$ cat config.mk
export PLATFORM = sky130hd
export DESIGN_NAME = ctrl_ramdrv_addrgen
export DESIGN_NICKNAME = d
export VERILOG_FILES = /design/src/rtl/ctrl_ramdrv_addrgen.sv
export SDC_FILE = /design/constraint.sdc
export NUM_CORES = 1
export LEC_CHECK = 0
export BUFFER_PORTS_ARGS = -buffer_cell sky130_fd_sc_hd__buf_2
export CORE_MARGIN = 2
export CORE_UTILIZATION = 58
export DETAILED_ROUTE_END_ITERATION = 10
export PLACE_DENSITY = 0.78
export SLEW_MARGIN = 5
export SYNTH_ARGS = -nofsm -noshare
export SYNTH_HDL_FRONTEND = slang
export SYNTH_SLANG_ARGS = --single-unit
$ cat constraint.sdc
create_clock -name clk -period 3.5 [get_ports clk]
set_input_delay 0.35 -clock clk [delete_from_list [all_inputs] [get_ports clk]]
set_output_delay 0.35 -clock clk [all_outputs]
set_load 0.03 [all_outputs]
$ cat src/rtl/ctrl_ramdrv_addrgen.sv
// Sample-RAM address generator: one-shot write at the vector head, or a full
// descending ring sweep from the head. Optional ram_ready stalls: ADDRGEN_STALL_EN.
module ctrl_ramdrv_addrgen #(
  parameter int DATA_OFFSET_WIDTH  = 10,
  parameter int VECTOR_INDEX_WIDTH = 4,
  parameter int ADDR_WIDTH         = 14
) (
  input  logic                          clk,
  input  logic                          rst_n,
  input  logic                          start,
  input  logic                          wr_mode,
  input  logic [VECTOR_INDEX_WIDTH-1:0] index,
  input  logic [ADDR_WIDTH-1:0]         base_addr,
  input  logic [DATA_OFFSET_WIDTH-1:0]  length,
  input  logic [DATA_OFFSET_WIDTH-1:0]  head_offset,
  input  logic                          ram_ready,
  output logic                          head_read,
  output logic                          head_inc,
  output logic [VECTOR_INDEX_WIDTH-1:0] head_index,
  output logic [ADDR_WIDTH-1:0]         ram_addr,
  output logic                          ram_valid,
  output logic                          ram_we,
  output logic                          busy,
  output logic                          done
);

  localparam int DW    = DATA_OFFSET_WIDTH;
  localparam int AW    = ADDR_WIDTH;
  localparam int SUM_W = (AW > DW) ? AW : DW;

  typedef enum logic [2:0] {IDLE, FETCH, WRITE, INC, READ, DONE} state_t;

  state_t        state;
  logic          wr_r;
  logic [AW-1:0] base_r;
  logic [DW-1:0] len_r;
  logic [DW-1:0] offset;
  logic [DW-1:0] remain;
  logic [DW-1:0] next_off;
  logic          ready;

`ifdef ADDRGEN_STALL_EN
  assign ready = ram_ready;
`else
  // ram_ready is folded away so the port stays connected but has no effect
  assign ready = ram_ready | 1'b1;
`endif

  function automatic logic [AW-1:0] addr_of(input logic [AW-1:0] b, input logic [DW-1:0] o);
    logic [SUM_W-1:0] s;
    s = SUM_W'(b) + SUM_W'(o);
    return s[AW-1:0];
  endfunction

  always_comb begin
    next_off = (offset == '0) ? len_r : offset - DW'(1);
  end

  always_ff @(posedge clk or negedge rst_n) begin
    if (!rst_n) begin
      state      <= IDLE;
      wr_r       <= 1'b0;
      base_r     <= '0;
      len_r      <= '0;
      offset     <= '0;
      remain     <= '0;
      head_read  <= 1'b0;
      head_inc   <= 1'b0;
      head_index <= '0;
      ram_addr   <= '0;
      ram_valid  <= 1'b0;
      ram_we     <= 1'b0;
      busy       <= 1'b0;
      done       <= 1'b0;
    end else begin
      head_read <= 1'b0;
      head_inc  <= 1'b0;
      done      <= 1'b0;
      unique case (state)
        IDLE: begin
          if (start) begin
            wr_r       <= wr_mode;
            head_index <= index;
            base_r     <= base_addr;
            len_r      <= length;
            head_read  <= 1'b1;
            busy       <= 1'b1;
            state      <= FETCH;
          end
        end
        FETCH: begin
          offset    <= head_offset;
          remain    <= len_r;
          ram_addr  <= addr_of(base_r, head_offset);
          ram_valid <= 1'b1;
          ram_we    <= wr_r;
          state     <= wr_r ? WRITE : READ;
        end
        WRITE: begin
          if (ready) begin
            ram_valid <= 1'b0;
            ram_we    <= 1'b0;
            ram_addr  <= '0;
            head_inc  <= 1'b1;
            state     <= INC;
          end
        end
        INC: begin
          done  <= 1'b1;
          state <= DONE;
        end
        READ: begin
          // remain counts addresses still to emit after the one on the bus
          if (ready) begin
            if (remain == '0) begin
              ram_valid <= 1'b0;
              ram_addr  <= '0;
              done      <= 1'b1;
              state     <= DONE;
            end else begin
              offset   <= next_off;
              remain   <= remain - DW'(1);
              ram_addr <= addr_of(base_r, next_off);
            end
          end
        end
        DONE: begin
          busy  <= 1'b0;
          state <= IDLE;
        end
        default: state <= IDLE;
      endcase
    end
  end

endmodule

==> flow_metrics.env <==
export IMPL_status="complete, no violations"
export IMPL_rows=31
export IMPL_reg2reg_from="offset[1]"
export IMPL_grt_pass1_wl_mm=18.1
export IMPL_diodes=0
export IMPL_ioPinCount=67
export IMPL_post_place_ws_ns=0.153
export IMPL_slew_headroom_pct=32.7
export IMPL_start_util_pct=60.6
export IMPL_drive_gt1_share_pct=22.3
export IMPL_regArea_um2=1800
export IMPL_vias=3936
export IMPL_cts_tree="done"
export IMPL_tightestPinTransition_ns=1.01
export IMPL_nNetsFinal=619
export IMPL_p_seq_share_pct=28.7
export IMPL_design_area_um2=5060
export IMPL_required_ns=3.73
export IMPL_endpoint_kind="register"
export IMPL_path_delay_family="compound AO/OA/AOI/OAI gates"
export IMPL_areaGrowthSynthToFinish_pct=13.4
export IMPL_port_buffers=65
export IMPL_leakagePower_nw=2.28
export IMPL_grt_start_max_net_pins=52
export IMPL_synth_seq_area_share_pct=40.3
export IMPL_drc=0
export IMPL_p_sw_share_pct=48.4
export IMPL_cp_cell_sequence="inv_1 -> ha_1 -> nand4b_1 -> buf_4 -> nor2_1 -> a21oi_1 -> ha_1 -> and2_1 -> a221oi_1 -> a31oi_1 -> buf_4 -> a21oi_1 -> mux2i_1 -> nand4_1"
export IMPL_period_minus_slack_ns=3.27
export IMPL_min_to="base_r[1]"
export IMPL_netlist_area_um2=4470
export IMPL_rsz0062_at_grt="no"
export IMPL_whs_ns=0.212
export IMPL_multi_input_area_um2=2520
export IMPL_cts_num_sinks=72
export IMPL_tns_ns=0
export IMPL_max_cap_violations=0
export IMPL_whs_path_depth=3
export IMPL_asyncSetResetFlopFracSynth_pct=100
export IMPL_place_area_um2=4870
export IMPL_wirelength_mm=11.0
export IMPL_clock_latency_ns=0.35
export IMPL_crit_path_max_incr_delay_ns=0.46
export IMPL_setup_ws_ns=0.234
export IMPL_postSynthAreaPerCell_um2=9.23
export IMPL_worstSetupStartpointType="register"
export IMPL_cts_root_buf="clkbuf_8"
export IMPL_p_sw_w=0.00282
export IMPL_die_h_um=91.7
export IMPL_r2r_cells=14
export IMPL_power_w=0.00582
export IMPL_report_final_hold_viol_count=0
export IMPL_htreeDepth=3
export IMPL_antenna_found_initial=0
export IMPL_fmax_ghz=0.306
export IMPL_r2r_slack_ns=0.23
export IMPL_cts_made_buffers=9
export IMPL_die_area_um2=8420
export IMPL_skew_ns=0.00799
export IMPL_slew_viol_final=0
export IMPL_wl_per_cell_um=16.8
export IMPL_synth_nets=553
export IMPL_internal_power_w=0.00300
export IMPL_drt_first_iter_violations=269
export IMPL_clkSlewWorstSetupHoldPaths_ns=0.07
export IMPL_cp_max_fo=10
export IMPL_path_buf_inv=3
export IMPL_synthCells=484
export IMPL_clockBufferDepth=2
export IMPL_worstPathArrival_ns=3.49
export IMPL_final_antenna_net_count=0
export IMPL_slowest_stage="dfrtp_1"
export IMPL_clockPowerShare_pct=10.0
export IMPL_ys_ff_latch=72
export IMPL_holdCritStartpoint="base_addr[1]"
export IMPL_timing_rr_end="ram_addr[10]"
export IMPL_ys_warnings_count=0
export IMPL_fill_cells=603
export IMPL_core_region_area_um2=7370
export IMPL_grt_usage_pct=27.2
export IMPL_ys_types=55
export IMPL_via_per_inst=6.02
export IMPL_crit_type="register to register"
export IMPL_gp_congestion=0.887
export IMPL_power_density_nw_per_um2=1150
export IMPL_vdd_drop_max_v=0.000591
export IMPL_combPwrFrac_pct=61.2
export IMPL_hpwl_mm=8.05
export IMPL_grt_pass1_vias=3808
export IMPL_synth_ff_type="dfrtp_1"
export IMPL_die_x_um=91.7
export IMPL_gr_total_overflow=0
export IMPL_hold_path_class="input port to register"
export IMPL_setup_viol=0
export IMPL_fin_crit_sh_pct=93.3
export IMPL_synth_edf_count=0
export IMPL_firstDrtPassIters=5
## flip-flops by register name, summed over array words and instances (netlist names)
| name | flops |
|---|---|
| base_r | 14 |
| head_inc | 1 |
| head_index | 4 |
| len_r | 10 |
| head_read | 1 |
| ram_addr | 14 |
| state | 3 |
| remain | 10 |
| offset | 10 |
| busy | 1 |
| wr_r | 1 |
| ram_valid | 1 |
| ram_we | 1 |
| done | 1 |
## area by class of cell
cell class / instances / share of cell area, %
Timing Repair Buffer: 76 / 8.10
Multi-Input combinational cell: 380 / 49.8
Tap cell: 99 / 2.45
Clock buffer: 13 / 2.94
Sequential cell: 72 / 35.6
Inverter: 11 / 0.815
Clock inverter: 3 / 0.346
## cells in the final DEF (no fill, tap or decap), types with 4 or more instances in the layout
| cell | instances |
|---|---|
| mux2i_1 | 6 |
| a31oi_1 | 8 |
| clkbuf_8 | 10 |
| nor3_1 | 12 |
| nand2_1 | 48 |
| nand3_1 | 12 |
| o211ai_1 | 7 |
| dfrtp_1 | 72 |
| o21ai_0 | 33 |
| o21a_1 | 9 |
| nor2_1 | 61 |
| inv_1 | 11 |
| xnor2_1 | 14 |
| mux2_2 | 27 |
| nand2b_1 | 4 |
| buf_4 | 10 |
| xor2_1 | 7 |
| a21o_1 | 7 |
| ha_1 | 24 |
| buf_2 | 65 |
| a221oi_1 | 4 |
| o221ai_1 | 4 |
| a21oi_1 | 40 |
## power by group through the flow
| stage | Sequential [W] | Clock, W | Combinational (W) |
|---|---|---|---|
| after floorplan | 0.00180 | 0 | 0.00250 |
| after global placement | 0.00166 | 0 | 0.00338 |
| after detailed placement | 0.00168 | 0 | 0.00347 |
| after global routing | 0.00173 | 0.000626 | 0.00395 |
| final | 0.00167 | 0.000582 | 0.00356 |
| after CTS | 0.00167 | 0.000598 | 0.00351 |
## logic make-up after synthesis
| group | count (synthesis) | share of synthesized area [%] |
|---|---|---|
| xor+xnor | 21 | 4.12 |
| simple gates | 161 | 17.0 |
| compound gates | 138 | 19.4 |
| mux | 34 | 8.41 |
| flops | 72 | 40.3 |
| buf+inv | 32 | 3.19 |
| fa+ha+maj | 26 | 7.62 |
## routing by layer
metal  vias to the layer above  global-route usage (%)  wire length (um)
met5                         -                       0                 0
met4                         0                    10.2               239
met3                        27                    6.57               753
met2                       165                    43.3              5280
met1                      1868                    36.1              4690
li1                       1876                       -                 -
## how the worst max path moves through the flow
stage	startpoint	to	slack, ns	depth (start not counted)
after floorplan	offset[2]	ram_addr[10]	0.52	13
after CTS	offset[1]	ram_addr[10]	0.15	13
after global placement	offset[1]	ram_addr[10]	0.22	13
after global routing	offset[1]	ram_addr[10]	0.01	14
after detailed placement	offset[1]	ram_addr[10]	0.15	13
final	offset[1]	ram_addr[10]	0.23	14
## synth_stat cells, types with 4 or more instances
library cell / count / area [um^2]
a21o_1: 7 / 52.6
a21oi_1: 40 / 200
a221oi_1: 4 / 35.0
a31oi_1: 8 / 50.1
buf_2: 10 / 50.1
clkbuf_1: 10 / 37.5
dfrtp_1: 72 / 1800
ha_1: 24 / 300
inv_1: 11 / 41.3
mux2_2: 27 / 304
mux2i_1: 6 / 60.1
nand2_1: 48 / 180
nand2b_1: 4 / 25.0
nand3_1: 12 / 60.1
nor2_1: 61 / 229
nor3_1: 12 / 60.1
o211ai_1: 7 / 52.6
o21a_1: 9 / 67.6
o21ai_0: 33 / 165
o221ai_1: 4 / 35.0
xnor2_1: 14 / 123
xor2_1: 7 / 61.3
## per-stage QoR
| stage | util, % | cells |
|---|---|---|
| 6_report | 68.7 | 654 |
| 5_1_grt | 68.7 | 654 |
| 4_1_cts | 68.5 | 652 |
| 3_5_place_dp | 66.1 | 635 |
| 3_3_place_gp | 66.1 | 635 |
| 2_1_floorplan | - | 484 |
## worst min-delay path: cells and delay by family
kind,cells,cell delay [ns]
buf+inv,1,0.08
compound gates,1,0.06
simple gates,1,0.03
## repair_timing
item                       4_1_cts  5_1_grt
setup endpoints to repair        0        3
buffers inserted                 0        2
hold endpoints to repair        21        0
gates resized for setup          0        1
hold buffers                     1        0
(Power assumes the default switching activity.)
